`config.mk`:
```
export PLATFORM = sky130hd
export DESIGN_NAME = audio_ram_reader_flat
export DESIGN_NICKNAME = d
export VERILOG_FILES = /design/src/rtl/audio_ram_reader_if.sv /design/src/rtl/audio_ram_reader.sv /design/src/flat_wrapper.sv
export SDC_FILE = /design/constraint.sdc
export NUM_CORES = 1
export LEC_CHECK = 0
export BUFFER_PORTS_ARGS = -buffer_cell sky130_fd_sc_hd__buf_4
export CAP_MARGIN = 10
export CORE_ASPECT_RATIO = 0.7
export CORE_MARGIN = 8
export CORE_UTILIZATION = 48
export CTS_BUF_LIST = sky130_fd_sc_hd__clkbuf_16
export DETAILED_ROUTE_END_ITERATION = 16
export HOLD_SLACK_MARGIN = 0.15
export PLACE_DENSITY = 0.76
export SYNTH_ARGS = -nofsm -noshare
export SYNTH_HDL_FRONTEND = slang
export SYNTH_SLANG_ARGS = --single-unit
export TNS_END_PERCENT = 5
```
`constraint.sdc`:
```
create_clock -name clk -period 5.66 [get_ports clk]
set_clock_uncertainty 0.2 [all_clocks]
set_input_delay 1.415 -clock clk [delete_from_list [all_inputs] [get_ports clk]]
set_output_delay 1.415 -clock clk [all_outputs]
set_load 0.005 [all_outputs]
```
`src/rtl/audio_ram_reader_if.sv`:
```
// ---------------------------------------------------------------------------
// audio_ram_reader_if
// Bundle of the two buses on the audio RAM reader:
//   - the RAM port-2 bus (address, chipselect, clken, write, writedata,
//     readdata), with a 1-cycle read latency from a registered address
//   - the frame stream towards the codec serializer (frame_data,
//     frame_valid, frame_ready)
// Modports:
//   master : the reader side; drives the RAM bus and the frame stream
//   slave  : the RAM + codec side; returns readdata and frame_ready
// ---------------------------------------------------------------------------
interface audio_ram_reader_if #(
  parameter int ADDR_W = 14
);
  logic [ADDR_W-1:0] mem_address;
  logic              mem_chipselect;
  logic              mem_clken;
  logic              mem_write;
  logic [7:0]        mem_writedata;
  logic [7:0]        mem_readdata;
  logic [31:0]       frame_data;
  logic              frame_valid;
  logic              frame_ready;

  modport master (
    output mem_address, mem_chipselect, mem_clken, mem_write, mem_writedata,
    input  mem_readdata,
    output frame_data, frame_valid,
    input  frame_ready
  );

  modport slave (
    input  mem_address, mem_chipselect, mem_clken, mem_write, mem_writedata,
    output mem_readdata,
    input  frame_data, frame_valid,
    output frame_ready
  );
endinterface

```
`src/rtl/audio_ram_reader.sv`:
```
// ---------------------------------------------------------------------------
// audio_ram_reader
// Playback consumer on port 2 of the dual-port audio RAM. The CPU fills the
// RAM as a byte ring buffer; this block fetches four bytes per stereo frame,
// assembles {right, left} 16-bit little-endian PCM and hands it to the codec
// over valid/ready.
// Ports:
//   clk, reset_n      clock (shared with the RAM port) / async active-low reset
//   enable_i          playback enable
//   flush_i           1-cycle pulse: drop buffered data, rd_ptr := wr_ptr
//   wr_ptr_i          CPU byte write pointer (top bit = wrap bit)
//   rd_ptr_o          byte read pointer of the last accepted frame
//   fill_level_o      wr_ptr - rd_ptr, modulo 2**(ADDR_W+1)
//   underrun_o        1-cycle pulse on a starved codec request
//   underrun_count_o  saturating count of starved requests
//   bus               RAM port-2 bus and frame stream (master side)
// ---------------------------------------------------------------------------
module audio_ram_reader #(
  parameter int ADDR_W = 14,
  parameter int CNT_W  = 16
) (
  input  logic                 clk,
  input  logic                 reset_n,
  input  logic                 enable_i,
  input  logic                 flush_i,
  input  logic [ADDR_W:0]      wr_ptr_i,
  output logic [ADDR_W:0]      rd_ptr_o,
  output logic [ADDR_W:0]      fill_level_o,
  output logic                 underrun_o,
  output logic [CNT_W-1:0]     underrun_count_o,
  audio_ram_reader_if.master   bus
);

  typedef enum logic [1:0] {
    IDLE    = 2'd0,
    FETCH   = 2'd1,
    CAPTURE = 2'd2,
    HOLD    = 2'd3
  } state_e;

  state_e            state_q, state_d;
  logic [1:0]        k_q, k_d;
  logic [ADDR_W:0]   rd_ptr_q, rd_ptr_d;
  logic [ADDR_W-1:0] addr_q, addr_d;
  logic [31:0]       frame_q, frame_d;
  logic [CNT_W-1:0]  ucnt_q, ucnt_d;

  logic [ADDR_W:0]   fill;
  logic              have_frame;
  logic              frame_valid;
  logic              accept;
  logic              starved;
  logic [ADDR_W-1:0] fetch_addr;

  // Pointers carry a wrap bit, so plain modular subtraction distinguishes
  // empty (0) from full (2**ADDR_W).
  assign fill       = wr_ptr_i - rd_ptr_q;
  assign have_frame = (fill >= (ADDR_W+1)'(4));
  assign accept     = frame_valid & bus.frame_ready;
  assign starved    = enable_i & bus.frame_ready & ~frame_valid & ~have_frame;
  // RAM depth is a power of two, so dropping the wrap bit wraps the address.
  assign fetch_addr = rd_ptr_q[ADDR_W-1:0] + ADDR_W'(k_q);

  // FSM: state register
  always_ff @(posedge clk or negedge reset_n) begin
    if (!reset_n) begin
      state_q <= IDLE;
    end else begin
      state_q <= state_d;
    end
  end

  // FSM: next-state logic; flush overrides every other event
  always_comb begin
    state_d = state_q;
    case (state_q)
      IDLE:    if (enable_i && have_frame) state_d = FETCH;
      FETCH:   if (k_q == 2'd3)            state_d = CAPTURE;
      CAPTURE:                             state_d = HOLD;
      HOLD:    if (bus.frame_ready)        state_d = IDLE;
      default:                             state_d = IDLE;
    endcase
    if (flush_i) state_d = IDLE;
  end

  // FSM: outputs decoded from the current state
  always_comb begin
    bus.mem_chipselect = 1'b0;
    bus.mem_clken      = 1'b0;
    bus.mem_address    = addr_q;
    frame_valid        = 1'b0;
    case (state_q)
      FETCH: begin
        bus.mem_chipselect = 1'b1;
        bus.mem_clken      = 1'b1;
        bus.mem_address    = fetch_addr;
      end
      HOLD:    frame_valid = 1'b1;
      default: ;
    endcase
  end

  // Datapath next-state: byte offset, address hold, byte assembly,
  // read pointer and underrun counter.
  always_comb begin
    k_d      = (state_q == FETCH) ? k_q + 2'd1 : 2'd0;
    addr_d   = (state_q == FETCH) ? fetch_addr : addr_q;
    frame_d  = frame_q;
    // Read data lags the address by one cycle: offset k returns byte k-1,
    // and the CAPTURE cycle returns byte 3.
    if (state_q == FETCH && k_q != 2'd0) begin
      frame_d[{k_q - 2'd1, 3'b000} +: 8] = bus.mem_readdata;
    end else if (state_q == CAPTURE) begin
      frame_d[31:24] = bus.mem_readdata;
    end

    if (flush_i) begin
      rd_ptr_d = wr_ptr_i;
    end else if (accept) begin
      rd_ptr_d = rd_ptr_q + (ADDR_W+1)'(4);
    end else begin
      rd_ptr_d = rd_ptr_q;
    end

    ucnt_d = ucnt_q;
    if (starved && (ucnt_q != {CNT_W{1'b1}})) begin
      ucnt_d = ucnt_q + CNT_W'(1);
    end
  end

  always_ff @(posedge clk or negedge reset_n) begin
    if (!reset_n) begin
      k_q      <= 2'd0;
      addr_q   <= '0;
      frame_q  <= '0;
      rd_ptr_q <= '0;
      ucnt_q   <= '0;
    end else begin
      k_q      <= k_d;
      addr_q   <= addr_d;
      frame_q  <= frame_d;
      rd_ptr_q <= rd_ptr_d;
      ucnt_q   <= ucnt_d;
    end
  end

  assign bus.mem_write     = 1'b0;
  assign bus.mem_writedata = 8'h00;
  assign bus.frame_data    = frame_q;
  assign bus.frame_valid   = frame_valid;

  assign rd_ptr_o         = rd_ptr_q;
  assign fill_level_o     = fill;
  assign underrun_o       = starved;
  assign underrun_count_o = ucnt_q;

endmodule

```
`src/flat_wrapper.sv`:
```
// flat-port wrapper written by rule: the top's interface ports become plain ports
module audio_ram_reader_flat 
#(
  parameter int ADDR_W = 14,
  parameter int CNT_W  = 16
)
  (clk, reset_n, enable_i, flush_i, wr_ptr_i, rd_ptr_o, fill_level_o, underrun_o, underrun_count_o, bus_mem_address, bus_mem_chipselect, bus_mem_clken, bus_mem_write, bus_mem_writedata, bus_mem_readdata, bus_frame_data, bus_frame_valid, bus_frame_ready);
  audio_ram_reader_if #(.ADDR_W(ADDR_W)) bus_i ();
  input  logic clk;
  input  logic reset_n;
  input  logic enable_i;
  input  logic flush_i;
  input  logic [ADDR_W:0] wr_ptr_i;
  output logic [ADDR_W:0] rd_ptr_o;
  output logic [ADDR_W:0] fill_level_o;
  output logic underrun_o;
  output logic [CNT_W-1:0] underrun_count_o;
  output wire logic [$bits(bus_i.mem_address)-1:0] bus_mem_address;
  output wire logic [$bits(bus_i.mem_chipselect)-1:0] bus_mem_chipselect;
  output wire logic [$bits(bus_i.mem_clken)-1:0] bus_mem_clken;
  output wire logic [$bits(bus_i.mem_write)-1:0] bus_mem_write;
  output wire logic [$bits(bus_i.mem_writedata)-1:0] bus_mem_writedata;
  input wire logic [$bits(bus_i.mem_readdata)-1:0] bus_mem_readdata;
  output wire logic [$bits(bus_i.frame_data)-1:0] bus_frame_data;
  output wire logic [$bits(bus_i.frame_valid)-1:0] bus_frame_valid;
  input wire logic [$bits(bus_i.frame_ready)-1:0] bus_frame_ready;
  assign bus_mem_address = bus_i.mem_address;
  assign bus_mem_chipselect = bus_i.mem_chipselect;
  assign bus_mem_clken = bus_i.mem_clken;
  assign bus_mem_write = bus_i.mem_write;
  assign bus_mem_writedata = bus_i.mem_writedata;
  assign bus_i.mem_readdata = bus_mem_readdata;
  assign bus_frame_data = bus_i.frame_data;
  assign bus_frame_valid = bus_i.frame_valid;
  assign bus_i.frame_ready = bus_frame_ready;
  audio_ram_reader #(.ADDR_W(ADDR_W), .CNT_W(CNT_W)) u_core (.clk(clk), .reset_n(reset_n), .enable_i(enable_i), .flush_i(flush_i), .wr_ptr_i(wr_ptr_i), .rd_ptr_o(rd_ptr_o), .fill_level_o(fill_level_o), .underrun_o(underrun_o), .underrun_count_o(underrun_count_o), .bus(bus_i));
endmodule
```
==> results.txt, run 1 <==
critical path class -> in2out
clk sinks -> 81
Min-Delay Path Class -> reg2reg
routability cong. -> 0.887
P per Cell Area -> 356 mW/mm^2
post-layout util -> 68.3%
Clock Path Buffers -> 2
clock slew at reported path FFs -> 0.06 ns
dpl cells -> 753
run status -> finished, violations left
pin count of the biggest net entering global routing -> 82
number of global-route vias before repair -> 4,272
Slew HR -> 26.7%
YS warnings -> 0
violated checks -> setup timing
worst-margin pin slew -> 1.09 ns
Initial Util -> 48.9%
fmax -> 172 MHz
CP required -> 4.05 ns
clock root buffer master -> clkbuf_16
number of CTS-inserted buffers -> 9
DRT Pass-1 Iters -> 5
share of layout cells above drive strength 1 -> 36.4%
Post-Route WL -> 13,600 um
worst setup margin -> -0.166 ns
Detailed Place HPWL -> 10,300 um
Synth top area share -> 43.2%
EDFF count, synth -> 0
Post-CTS Hold Buffers -> 0
Total GRT Usage -> 20.1%
final critical-path share of the clock period -> 103%
CP Data Arrival Time -> 4.21 ns
setup TNS -> -0.166 ns
post-layout instance area -> 0.00656 sq mm
CTS tree -> built
area occupied by multi-input gates -> 0.00260 sq mm
final setup violation count -> 1
post-place setup slack -> -0.343 ns
antenna-violating nets left -> 0
hold_ws -> 0.300 ns
antenna violations before repair -> 0
Skew-Pair Late Insertion Delay -> 0.33 ns
Die Span Y -> 98.7 um
number of fill cells in the layout -> 742
first-pass GRT wire length -> 21,800 um
DR iter-0 viols -> 328
library cells used by synthesis -> 54
top cells by area, synth -> dfrtp_1, xnor2_1, ha_1, a22o_1, mux2_2
non-filler cells, final -> 773
origin of the critical flop-to-flop path -> u_core.rd_ptr_o[7]$_DFFE_PN0N_
total number of vias -> 4,159
Worst Hold Launch -> u_core.addr_q[0]$_DFF_PN0_
area of the core -> 0.00961 sq mm
htree depth -> 3
placed inst area -> 0.00603 sq mm
per-cell routed wire length -> 17.5 um
Overall Power -> 2.34 mW
commonest cells after routing, fill and taps aside -> buf_4, dfrtp_1, nor2_1, xnor2_1, nand2_1
top_reg_cell synth -> dfrtp_1
Peak VDD IR -> 0.000263 V
Area Growth Syn to Fin -> 39.8%
LEAKAGE -> 3.11 nW
Via density -> 5.38
nets@finish -> 698
port bufs -> 123
total gr overflow -> 0
antenna fix cells -> 0
IO Count -> 133
Cells after Synth -> 472
crit-path max FO -> 3
final hold violation count -> 0
Worst Setup SP -> wr_ptr_i[0]
R2R setup slack -> 1.38 ns
FF/Latch Area -> 0.00203 sq mm
post-synthesis async set-or-reset flop share -> 100%
max cap viols -> 0
FP Rows -> 30
largest area contributor in the netlist -> dfrtp_1
type of origin of the critical path -> primary input
full die area -> 0.0133 sq mm
Pins Over Slew Limit -> 0
Seq/Total Area, Yosys -> 43.2%
post-synthesis cell area -> 0.00469 sq mm
min cycle time layout -> 5.83 ns
# DRC -> 0
Mean Syn Cell Area -> 9.95 sq um
RSZ-0062 raised after global routing -> true
Synth Register Bits -> 81
crit end category -> primary output
commonest non-fill, non-tap cell in the layout -> buf_4
Die W -> 134 um
-- report_power, final --
part           internal [mW]  total (mW)  switching [mW]  leakage, nW
Sequential             0.692       0.763          0.0713         1.05
Combinational          0.484       0.922           0.438         1.90
Clock                  0.427       0.650           0.224        0.161
-- flip-flops by register name (all words and copies together), names as in the netlist --
name / flops
u_core.bus.frame_data: 32
u_core.underrun_count_o: 16
u_core.rd_ptr_o: 15
u_core.addr_q: 14
u_core.k_q: 2
u_core.state_q: 2
-- area by class of cell --
type,count,share of cell area [%]
multi-input combinational,345,39.7
sequential,81,30.9
timing repair buffer,174,20.2
inverter,30,1.75
tap,128,2.44
clock inverter,6,1.64
clock buffer,9,3.43
-- kinds of logic after synthesis --
family	Yosys count	share of synthesized area [%]
AO/OA/AOI/OAI	94	14.5
XOR/XNOR	46	8.58
adder cells (fa/ha/maj)	29	8.05
buffers and inverters	54	5.30
flip-flops	81	43.2
multiplexers	19	4.45
other	1	0.0799
AND/OR/NAND/NOR	148	15.8
-- worst paths after layout --
path	end	depth (start not counted)
setup / recovery	underrun_o	12
setup reg to reg	u_core.underrun_count_o[1]$_DFFE_PN0P_	14
hold reg to reg	u_core.addr_q[0]$_DFF_PN0_	1
min in group asynchronous	u_core.rd_ptr_o[9]$_DFFE_PN0N_	1
max in group asynchronous	u_core.rd_ptr_o[0]$_DFFE_PN0P_	1
hold / removal	u_core.addr_q[0]$_DFF_PN0_	1
-- synthesized netlist by cell type (all sizes together) (2+ instances only) --
cell type,n
a31o,2
a221oi,2
and2,4
nor2,41
mux2i,4
clkbuf,11
a31oi,4
or3,4
nand4,5
nor3,10
inv,30
or2,4
a22o,24
a21o,4
a21oi,23
nand3,21
xnor2,42
o211ai,2
o21a,4
nand2,32
xor2,4
buf,13
dfrtp,81
fa,2
nor2b,7
and3,7
mux2,15
nand2b,4
o21ai,21
nor4,3
ha,27
-- repair_timing --
item / 4_1_cts / 5_1_grt
pin swaps: 10 / 7
setup buffers: 5 / 0
setup endpoints to repair: 1 / 1
hold endpoints to repair: 0 / 0
resized for setup: 18 / 10
-- worst max-delay path: stages --
cell	delay, ns
buf_8	0.08
inv_4	0.03
ha_4	0.15
fa_2	0.36
nor2b_4	0.16
o22ai_4	0.10
xnor2_2	0.14
or3_4	0.38
or4_4	0.53
or4b_4	0.56
nor3_4	0.17
buf_4	0.14
-- routing by layer --
metal	GRT usage, %	part of all wire (%)
met4	3.61	0.66
met1	26.6	46
met3	6.00	6.4
met2	32.1	47
met5	0	0
Power figures use the tool's default switching activity.
==> run 2: changes to the inputs <==
--- a/config.mk
+++ b/config.mk
@@ -13,7 +13,7 @@
 export CTS_BUF_LIST = sky130_fd_sc_hd__clkbuf_16
 export DETAILED_ROUTE_END_ITERATION = 16
 export HOLD_SLACK_MARGIN = 0.15
-export PLACE_DENSITY = 0.76
+export PLACE_DENSITY_LB_ADDON = 0.05
 export SYNTH_ARGS = -nofsm -noshare
 export SYNTH_HDL_FRONTEND = slang
 export SYNTH_SLANG_ARGS = --single-unit
==> run 2 against run 1 <==
Effect of this change:
- the run still ends with setup timing left
- sequential power shrank 0.9%
- global-route usage grew 0.056 points
- final cell count shrank 0.91%
- via count shrank 3.2%
- critical endpoint unchanged
==> results.txt, run 2 (synthesis results as in run 1) <==
DRT Pass-1 Iters -> 4 (-1)
worst-margin pin slew -> 1.17 ns (+0.0791 ns)
RSZ-0062 raised after global routing -> true
routability cong. -> 0.928 (+4.6%)
antenna fix cells -> 0 (unchanged)
Detailed Place HPWL -> 10,200 um (-1.7%)
dpl cells -> 747 (-0.80%)
final hold violation count -> 0 (unchanged)
Worst Setup SP -> wr_ptr_i[0]
crit-path max FO -> 3 (unchanged)
type of origin of the critical path -> primary input
Initial Util -> 48.9% (unchanged)
number of CTS-inserted buffers -> 9 (unchanged)
Slew HR -> 22.1% (-4.6 points)
total number of vias -> 4,024 (-3.2%)
Die W -> 134 um (unchanged)
run status -> finished, violations left
CP required -> 4.05 ns (about the same)
share of layout cells above drive strength 1 -> 34.3% (-2.1 points)
htree depth -> 3 (unchanged)
Via density -> 5.25 (-2.4%)
LEAKAGE -> 3.05 nW (-1.7%)
worst setup margin -> -0.146 ns (+0.0202 ns)
clock root buffer master -> clkbuf_16
Peak VDD IR -> 0.000284 V (+7.8%)
violated checks -> setup timing
Overall Power -> 2.26 mW (-3.4%)
reg-to-reg endpoint -> u_core.underrun_count_o[1]$_DFFE_PN0P_
Skew-Pair Late Insertion Delay -> 0.33 ns (about the same)
clk sinks -> 81 (unchanged)
full die area -> 0.0133 sq mm (unchanged)
r2r worst-path depth -> 13 (-1)
CP Data Arrival Time -> 4.19 ns (-0.02 ns)
min cycle time layout -> 5.81 ns (-0.0202 ns)
clock slew at reported path FFs -> 0.06 ns (about the same)
final critical-path share of the clock period -> 103% (-0.36 points)
pin count of the biggest net entering global routing -> 82 (unchanged)
first-pass GRT wire length -> 21,800 um (-0.13%)
nets@finish -> 691 (-1.0%)
final setup violation count -> 1 (unchanged)
commonest cells after routing, fill and taps aside -> buf_4, dfrtp_1, xnor2_1
antenna violations before repair -> 0 (unchanged)
DR iter-0 viols -> 242 (-26%)
P per Cell Area -> 350 mW/mm^2 (-1.7%)
CTS tree -> built
commonest non-fill, non-tap cell in the layout -> buf_4
Pins Over Slew Limit -> 0 (unchanged)
origin of the critical flop-to-flop path -> u_core.rd_ptr_o[7]$_DFFE_PN0N_
number of global-route vias before repair -> 4,194 (-1.8%)
max cap viols -> 0 (unchanged)
FP Rows -> 30 (unchanged)
Clock Path Buffers -> 2 (unchanged)
Post-CTS Hold Buffers -> 0 (unchanged)
area of the core -> 0.00961 sq mm (unchanged)
Die Span Y -> 98.7 um (unchanged)
IO Count -> 133 (unchanged)
Worst Hold Launch -> u_core.addr_q[0]$_DFF_PN0_
WHS Endpoint -> u_core.addr_q[0]$_DFF_PN0_
Area Growth Syn to Fin -> 37.3%
per-cell routed wire length -> 17.2 um (-1.7%)
R2R setup slack -> 1.37 ns (about the same)
fmax -> 172 MHz (+0.35%)
critical path class -> in2out
Total GRT Usage -> 20.2% (+0.056 points)
crit end category -> primary output
total gr overflow -> 0 (unchanged)
Worst Hold Depth -> 1 (unchanged)
non-filler cells, final -> 766 (-0.91%)
max reg flops -> 32 (unchanged)
port bufs -> 123 (unchanged)
Min-Delay Path Class -> reg2reg
antenna-violating nets left -> 0 (unchanged)
# DRC -> 0 (unchanged)
Post-Route WL -> 13,200 um (-2.6%)
[run 2: changes by cell type in the layout (fill, tap and decap cells not counted), moves of 2 or more]
cell / previous run / this run
buf_4: 170 / 163
clkinv_1: 0 / 2
clkinv_2: 2 / 0
ha_1: 20 / 22
ha_4: 7 / 5
o21ai_2: 2 / 0
[run 2: metal layers]
layer | share of wire [%] | wire, um | global-route usage, % | vias up
met2 | 46 | 6030 | 31.8 | 111
met5 | 0 | 0 | 0 | -
met4 | 0.79 | 104 | 4.13 | 0
li1 | - | - | - | 1947
met3 | 6.2 | 820 | 5.39 | 12
met1 | 47 | 6250 | 27.2 | 1954
[run 2: through the flow]
stage | worst slack (ns) | TNS [ns] | util (%) | hold WS, ns | instance area (sq um)
finish | -0.146 | -0.146 | 67.1 | 0.298 | 6440
global placement | -0.340 | -0.340 | 62.4 | 0.282 | 6000
CTS | -0.205 | -0.205 | 66.6 | 0.302 | 6400
floorplan | 0.000704 | 0 | - | 0.280 | 4740
detailed placement | -0.408 | -0.408 | 62.4 | 0.286 | 6000
global route | -0.263 | -0.263 | 67.1 | 0.324 | 6440
[run 2: how the worst max path moves through the flow]
stage | end | slack [ns] | depth (start not counted)
2_1_floorplan | underrun_o | 0.0007 | 10
3_3_place_gp | underrun_o | -0.34 | 13
3_5_place_dp | underrun_o | -0.41 | 13
4_1_cts | underrun_o | -0.21 | 13
5_1_grt | underrun_o | -0.26 | 11
6_report | underrun_o | -0.15 | 12
[run 2: final cells by class]
cell class / count / area (sq um)
multi-input combinational: 345 / 2550
clock buffer: 9 / 225
fill: 784 / 3160
timing repair buffer: 167 / 1280
inverter: 30 / 115
sequential: 81 / 2030
tap: 128 / 160
clock inverter: 6 / 83.8
[run 2: where the power goes]
part	switching, mW	leakage, nW	internal (mW)
clock network	0.227	0.147	0.381
logic	0.422	1.86	0.468
registers	0.0650	1.05	0.691
[run 2: critical path, cell delays in order]
cell and delay (ns):
buf_8 0.08, inv_4 0.03, ha_4 0.15, fa_2 0.41, nor2b_4 0.14, o22ai_2 0.12
xnor2_1 0.16, or3_1 0.43, or4_1 0.42, or4b_4 0.53, nor3_4 0.16, buf_4 0.14
[run 2: what timing repair did]
item / 4_1_cts / 5_1_grt
resized for setup: 13 / 6
pin swaps: 9 / 2
setup endpoints to repair: 1 / 1
buffers inserted: 3 / 1
